### src/rtl/intr_nest_ctrl.sv
// rtl/intr_nest_ctrl.sv - nesting and acknowledge scheduler between intrcntrl and the CPU
module intr_nest_ctrl #(
   parameter int MAX_DEPTH = 4
) (
   input  logic        clk,
   input  logic        reset,
   input  logic        pic_int_req,
   output logic        pic_int_ack,
   input  logic [31:0] pic_data,
   output logic        cpu_irq,
   input  logic        cpu_ack,
   output logic [4:0]  cpu_vector,
   input  logic        eoi,
   output logic [31:0] isr,
   output logic [5:0]  depth,
   output logic        pend_valid
);

   typedef enum logic [1:0] {
      ST_IDLE,
      ST_ACK,
      ST_CAPT,
      ST_PRESENT
   } state_t;

   localparam logic [5:0] LP_MAX_DEPTH = 6'(MAX_DEPTH);

   state_t      r_state;
   state_t      w_state_nxt;
   logic [31:0] r_isr;
   logic [5:0]  r_depth;
   logic [4:0]  r_cand;
   logic [4:0]  r_pend;
   logic        r_pend_valid;

   logic [4:0]  w_cand_nxt;
   logic [4:0]  w_pend_nxt;
   logic        w_pend_valid_nxt;
   logic        w_accept;
   logic [4:0]  w_top;
   logic        w_isr_nz;
   logic        w_pend_hi;
   logic        w_capt_hi;
   logic        w_room;
   logic        w_eoi_clr;
   logic [31:0] w_clr_mask;
   logic [31:0] w_set_mask;
   logic [31:0] w_isr_nxt;
   logic [5:0]  w_depth_nxt;
   logic        w_data_unused;

   // Upper data bus bits carry nothing for us
   assign w_data_unused = ^pic_data[31:5];

   // Highest set ISR bit; meaningful only when the ISR is non-zero
   always_comb begin
      w_top = '0;
      for (int i = 0; i < 32; i++) begin
         if (r_isr[i]) w_top = 5'(i);
      end
   end

   // An empty ISR behaves as top = -1, so every source outranks it
   assign w_isr_nz  = |r_isr;
   assign w_pend_hi = !w_isr_nz || (r_pend > w_top);
   assign w_capt_hi = !w_isr_nz || (pic_data[4:0] > w_top);
   assign w_room    = r_depth < LP_MAX_DEPTH;

   // Next-state and candidate/pending slot decisions
   always_comb begin
      w_state_nxt      = r_state;
      w_cand_nxt       = r_cand;
      w_pend_nxt       = r_pend;
      w_pend_valid_nxt = r_pend_valid;
      w_accept         = 1'b0;
      case (r_state)
         ST_IDLE: begin
            if (r_pend_valid && w_pend_hi && w_room) begin
               w_cand_nxt       = r_pend;
               w_pend_valid_nxt = 1'b0;
               w_state_nxt      = ST_PRESENT;
            end else if (pic_int_req && !r_pend_valid && w_room) begin
               w_state_nxt = ST_ACK;
            end
         end
         ST_ACK: begin
            w_state_nxt = ST_CAPT;
         end
         ST_CAPT: begin
            w_cand_nxt = pic_data[4:0];
            if (w_capt_hi) begin
               w_state_nxt = ST_PRESENT;
            end else begin
               w_pend_nxt       = pic_data[4:0];
               w_pend_valid_nxt = 1'b1;
               w_state_nxt      = ST_IDLE;
            end
         end
         ST_PRESENT: begin
            if (cpu_ack) begin
               w_accept    = 1'b1;
               w_state_nxt = ST_IDLE;
            end
         end
         default: w_state_nxt = ST_IDLE;
      endcase
   end

   // EOI clears the old top before the accepted vector is set
   assign w_eoi_clr  = eoi && w_isr_nz;
   assign w_clr_mask = w_eoi_clr ? (32'd1 << w_top) : 32'd0;
   assign w_set_mask = w_accept ? (32'd1 << r_cand) : 32'd0;
   assign w_isr_nxt  = (r_isr & ~w_clr_mask) | w_set_mask;

   // Depth tracks the ISR population; simultaneous set and clear cancel
   always_comb begin
      w_depth_nxt = r_depth;
      if (w_accept && !w_eoi_clr) w_depth_nxt = r_depth + 6'd1;
      else if (!w_accept && w_eoi_clr) w_depth_nxt = r_depth - 6'd1;
   end

   // State register
   always_ff @(posedge clk) begin
      if (reset) r_state <= ST_IDLE;
      else       r_state <= w_state_nxt;
   end

   // In-service, depth, candidate and pending registers
   always_ff @(posedge clk) begin
      if (reset) begin
         r_isr        <= '0;
         r_depth      <= '0;
         r_cand       <= '0;
         r_pend       <= '0;
         r_pend_valid <= 1'b0;
      end else begin
         r_isr        <= w_isr_nxt;
         r_depth      <= w_depth_nxt;
         r_cand       <= w_cand_nxt;
         r_pend       <= w_pend_nxt;
         r_pend_valid <= w_pend_valid_nxt;
      end
   end

   assign pic_int_ack = (r_state == ST_ACK);
   assign cpu_irq     = (r_state == ST_PRESENT);
   assign cpu_vector  = cpu_irq ? r_cand : 5'd0;
   assign isr         = r_isr;
   assign depth       = r_depth;
   assign pend_valid  = r_pend_valid;

endmodule

### config.mk
export PLATFORM = sky130hd
export DESIGN_NAME = intr_nest_ctrl
export DESIGN_NICKNAME = d
export VERILOG_FILES = /design/src/rtl/intr_nest_ctrl.sv
export SDC_FILE = /design/constraint.sdc
export NUM_CORES = 1
export LEC_CHECK = 0
export ABC_AREA = 1
export CAP_MARGIN = 20
export CORE_MARGIN = 2
export CORE_UTILIZATION = 52
export CTS_BUF_LIST = sky130_fd_sc_hd__clkbuf_8
export DETAILED_ROUTE_END_ITERATION = 16
export PLACE_DENSITY = 0.85
export SETUP_SLACK_MARGIN = 0.3
export SLEW_MARGIN = 20
export SYNTH_ARGS = -nofsm -noshare
export SYNTH_HDL_FRONTEND = slang
export SYNTH_SLANG_ARGS = --single-unit
### constraint.sdc
create_clock -name clk -period 8.5 [get_ports clk]
set_clock_uncertainty 0.15 [all_clocks]
set_input_delay 1.7 -clock clk [delete_from_list [all_inputs] [get_ports clk]]
set_output_delay 1.7 -clock clk [all_outputs]
set_load 0.005 [all_outputs]
==> reports/results.ini, run 1 <==
[outcome]
status = complete, no violations

[global_route]
grt_max_degree = 49
grt_pass1_wl_um = 13700
antenna_found_initial = 0
track_usage_pct = 26.2
gr-total-overflow = 0
grt_pass1_vias = 3047

[timing]
period_minus_slack_ns = 4.12
max_slew_margin_pct = 61.1
fin_setup_tns_ns = 0
max_freq_mhz = 243
setup_viol = 0
finalMaxSlewViolations = 0
tightest_slew_ns = 0.578
fin_crit_sh_pct = 48.5
setup_slack_ns = 4.38
final_hold_viol_count = 0
grt_setup_unrepaired = no

[die]
die-height_um = 81.9
die_w_um = 81.9
core-area_um2 = 5890
start_util_pct = 53.7
io_pins = 83
row_count = 28
fp.dieArea_um2 = 6710

[clock_network]
cts-resized-gates = 0
post_cts_buffers = 0
cts_buffer_depth = 2
htree_levels = 2
ctsHoldBuffers = 0
cts.sinks = 51
cts_buffers = 5
clk_pin_slew_ns = 0.10
cts_tree = yes
clkLatencyLatePin_ns = 0.31
cts_root_buf = clkbuf_8

[synthesis]
synth_ff_type = dfxtp_1
postSynth.asyncResetShare_pct = 0
synth_cells = 471
synth_warnings = 0
synthDistinctLibCells = 39
syn_area_um2 = 3160
synth-edff-count = 0
synth.avg_cell_area_um2 = 6.71
synth.net_count = 522
ys_ff_latch = 51
synth.yosys.seq_area_share_pct = 32.3

[power]
vdd_ir_drop_max_mv = 0.109
powerDensity_nw_per_um2 = 179
p_leak_nw = 1.54

[critical_path]
critPathKind = input pin to flip-flop
worstPathArrival_ns = 4.16
start_kind = input pin
required_ns = 8.54
cp_max_fo = 5
critPathCaptureType = flip-flop

[place]
gp_congestion = 0.929
dp_hpwl_um = 6470
pre_cts_ws_ns = 4.08
place_area_um2 = 3780
io_buffers = 55
dp_cells = 594

[routing]
drtIter0Drc = 353
routedWlPerCell_um = 14.2
detail_route.first_pass.iterations = 6
antenna_left = 0
routed-via-count = 3397
vias_per_cell = 5.64
totalWireLength_um = 8540
drc = 0

[cells_and_area]
utilization_pct = 66.2
area_growth_pct = 23.3
final_area_um2 = 3890
instances_no_fill = 602
drive_gt1_share_pct = 7.02
num_antenna_cells = 0
nets = 577

[min_path]
worstHoldPathType = flip-flop to flip-flop

[run]
maxCapViolCount = 0

[critical path: stages]
cell	delay [ns]
clkdlybuf4s50_1	0.46
nand2_1	0.14
ha_1	0.25
inv_1	0.18
ha_1	0.31
a21oi_1	0.13
and2_1	0.16
inv_1	0.04
a21oi_1	0.11
inv_1	0.05
a21oi_1	0.16
o21ai_0	0.10
a21o_1	0.17
o21ai_0	0.14
a21oi_1	0.05
[layout make-up]
class,instances,area (um^2)
Clock buffer,5,68.8
Clock inverter,3,43.8
Fill cell,514,1990
Inverter,68,255
Multi-Input combinational cell,341,1830
Sequential cell,51,1020
Tap cell,75,93.8
Timing Repair Buffer,59,581
[state kept, by name, summed over array words and instances (netlist names)]
signal	cells
pend_valid	1
r_pend	5
r_cand	5
depth	6
isr	32
r_state	2
[kinds of logic (layout without fill, tap and decap cells)]
logic type	count (synthesis)	count (layout)	share of synthesized area [%]
flops	51	51	32.3
buf+inv	79	135	9.70
xor+xnor	4	4	1.11
fa+ha+maj	14	14	5.78
compound gates	91	91	17.8
simple gates	232	232	33.3
[metal layers]
layer | share of wire, % | up-vias | track usage, %
met4 | 3.2 | 0 | 11.3
met2 | 44 | 190 | 41.6
met1 | 44 | 1518 | 35.3
met5 | 0 | - | 0
li1 | - | 1655 | -
met3 | 8.0 | 34 | 3.74
[synthesized netlist by cell type, drive strengths merged (5+ instances only)]
master	count	area, um^2
ha	13	163
inv	67	251
nor3	5	30.0
nand3	37	208
o21bai	8	60.1
a21oi	40	204
a211oi	16	140
nor2	69	282
nand4	8	50.1
clkbuf	8	30.0
dfxtp	51	1020
o21ai	19	95.1
nand2	108	450
[cell usage in the layout (no fill, tap or decap), types with 2 or more instances in the layout]
master           synthesis  layout
clkdlybuf4s50_1          0      55
nand2_2                  3       3
nand2_4                  5       5
o21ai_0                 16      16
ha_1                    13      13
a21o_1                   2       2
a211oi_1                12      12
inv_2                    2       2
nor2_1                  64      64
a211oi_2                 4       4
xor2_1                   2       2
a31oi_1                  2       2
nor3_1                   4       4
nand3_1                 34      34
nor2_2                   3       3
o21ai_1                  3       3
nand4_1                  8       8
nor2_4                   2       2
clkbuf_8                 0       5
nand3_2                  2       2
buf_4                    0       4
dfxtp_1                 51      51
nor4_1                   3       3
nand2_1                100     100
o21bai_1                 8       8
inv_1                   65      65
xnor2_1                  2       2
a21oi_1                 39      39
[report_power, final]
part           switching, W  internal, W
clock             0.0000837    0.0000878
combinational      0.000144    0.0000878
sequential        0.0000303     0.000262
[stage by stage]
step                      hold slack, ns  power (W)
after floorplan                    0.309   0.000454
after global placement             0.318   0.000513
after detailed placement           0.323   0.000522
after CTS                          0.340   0.000692
after global routing               0.377   0.000732
final                              0.334   0.000696
[path summary, 6_finish.rpt]
kind / to / slack, ns / startpoint / cells after the start
setup reg to reg: depth[5] / 4.56 / isr[31] / 18
setup / recovery: depth[5] / 4.38 / eoi / 15
hold reg to reg: isr[28] / 0.33 / isr[28] / 2
hold / removal: isr[28] / 0.33 / isr[28] / 2
Power figures use the tool's default switching activity.
==> run 2: changes to the inputs <==
- CORE_UTILIZATION: 52 -> 51
- PLACE_DENSITY: 0.85 -> 0.83
- clock period: 8.5 -> 3.84 ns (I/O delays scaled with it)
==> run 2 against run 1 <==
Power increased by 140%. Die area up 1.9%. Final cell count up 2.3%. First-iteration DRC count shrank 18%. Global-route usage is 0.51 points higher. Clock power up 110%. Flip-flop and latch count stayed put. Sequential share of layout area down 1.2 points. Worst hold slack improved by 0.0086 ns. Register-to-register slack worse by 4.3 ns. Largest power group is now combinational logic.
==> reports/results.ini, run 2 (synthesis gave the netlist of run 1 again) <==
[die]
io_pins = 83
start_util_pct = 53.0
die_w_um = 82.7
fp.dieArea_um2 = 6840
core-area_um2 = 5960
die-height_um = 82.7
row_count = 28

[global_route]
grt_pass1_wl_um = 13900
track_usage_pct = 26.7
grt_pass1_vias = 2915
grt_max_degree = 35
gr-total-overflow = 0
antenna_found_initial = 0

[power]
powerDensity_nw_per_um2 = 403
p_comb_share_pct = 39.1
p_leak_nw = 1.63
power.internal_w = 0.000998
swShare_pct = 39.4
vdd_ir_drop_max_mv = 0.320
p_clk_share_pct = 21.9
power.switching_w = 0.000649
pwr-share-seq_pct = 39.1

[clock_network]
cts_buffer_depth = 2
cts_tree = yes
clk_pin_slew_ns = 0.09
htree_levels = 2
clkLatencyLatePin_ns = 0.32
ctsHoldBuffers = 0
cts.sinks = 51
cts_buffers = 5
cts_root_buf = clkbuf_8

[routing]
drtIter0Drc = 288
routed-via-count = 3447
routedWlPerCell_um = 14.8
antenna_left = 0
totalWireLength_um = 9120
vias_per_cell = 5.60
detail_route.first_pass.iterations = 6
drc = 0

[run]
maxCapViolCount = 0

[timing]
finalMaxSlewViolations = 0
final_hold_viol_count = 0
max_slew_margin_pct = 56.3
max_freq_mhz = 277
period_minus_slack_ns = 3.61
fin_crit_sh_pct = 94.1
setup_viol = 0
grt_setup_unrepaired = yes
tightest_slew_ns = 0.650

[critical_path]
crit_buf_inv = 2
crit_top_cell = nand2_1
critPathKind = flip-flop to flip-flop
critPathCaptureType = flip-flop
critPathMaxStageDelay_ns = 0.37
crit_slowest_cell = dfxtp_2
cp_max_fo = 5
crit_family = simple AND/OR/NAND/NOR gates
start_kind = flip-flop
worstPathArrival_ns = 3.64
required_ns = 3.86

[place]
dp_hpwl_um = 6590
gp_congestion = 0.936
io_buffers = 55
place_area_um2 = 3800
dp_cells = 596

[min_path]
worstHoldPathType = flip-flop to flip-flop

[cells_and_area]
nets = 591
nFillCells = 524
final_cell_mix = 96 x nand2_1, 64 x nor2_1, 63 x inv_1
final_common_cell = nand2_1
num_antenna_cells = 0
final_area_um2 = 4080
instances_no_fill = 616
drive_gt1_share_pct = 12.0
largest_register_ffs = 32
area_growth_pct = 29.3

[outcome]
status = complete, no violations

[run 2: changes by cell type in the layout (fill, tap and decap cells not counted), moves of 2 or more]
cell	delta
a211oi_2	+2
nand2_4	+2
buf_4	+13
inv_1	-2
nand2_1	-4
a211oi_1	-3
clkbuf_8	+2
dfxtp_1	-2
inv_2	+2
dfxtp_2	+2
nand2_2	+2
[run 2: cell type report]
cell class | instances | area [um^2] | share of cell area (%)
flip-flops and latches | 51 | 1020 | 25.1
clock inverters | 1 | 7.51 | 0.184
clock buffers | 7 | 96.3 | 2.36
repair buffers | 72 | 678 | 16.6
inverters | 68 | 255 | 6.25
multi-input cells | 342 | 1930 | 47.2
well taps | 75 | 93.8 | 2.30
[run 2: stage by stage]
| step | hold slack [ns] | setup TNS [ns] | setup WS (ns) | power, W | util (%) |
|---|---|---|---|---|---|
| 3_5_place_dp | 0.328 | 0 | 0.216 | 0.00117 | 63.8 |
| 5_1_grt | 0.367 | -0.463 | -0.108 | 0.00172 | 68.6 |
| 4_1_cts | 0.346 | 0 | 0.286 | 0.00153 | 65.8 |
| 2_1_floorplan | 0.309 | 0 | 0.570 | 0.00100 | - |
| 6_report | 0.343 | 0 | 0.226 | 0.00165 | 68.6 |
| 3_3_place_gp | 0.317 | 0 | 0.268 | 0.00115 | 63.8 |
[run 2: layer usage]
layer | vias up | part of all wire, % | global-route usage (%)
met5 | - | 0 | 0
met4 | 0 | 1.7 | 6.39
met3 | 15 | 7.4 | 3.26
met2 | 177 | 47 | 42.7
met1 | 1576 | 44 | 38.2
li1 | 1679 | - | -
[run 2: tightest hold or removal path, stage by stage, from the launching register on]
cell and delay (ns):
dfxtp_1 0.33, nand2_1 0.06, a21oi_1 0.05
[run 2: repair_timing]
item	4_1_cts	5_1_grt
gates resized for setup	5	16
buffers inserted	0	11
setup endpoints to repair	6	14
cloned	0	1
pin swaps	1	16
[run 2: worst paths after layout]
check,slack (ns),start,end,cells after the start
worst min-delay path,0.34,isr[6],isr[6],2
worst max register to register,0.23,isr[2],r_cand[1],42
worst min register to register,0.34,isr[6],isr[6],2
worst max-delay path,0.23,isr[2],r_cand[1],42
[run 2: power by group through the flow]
stage                     Clock [W]  Combinational [W]  Sequential [W]
after floorplan                   0           0.000373        0.000632
after global placement            0           0.000497        0.000649
after detailed placement          0           0.000515        0.000652
after CTS                  0.000359           0.000526        0.000640
after global routing       0.000378           0.000691        0.000652
final                      0.000360           0.000644        0.000643
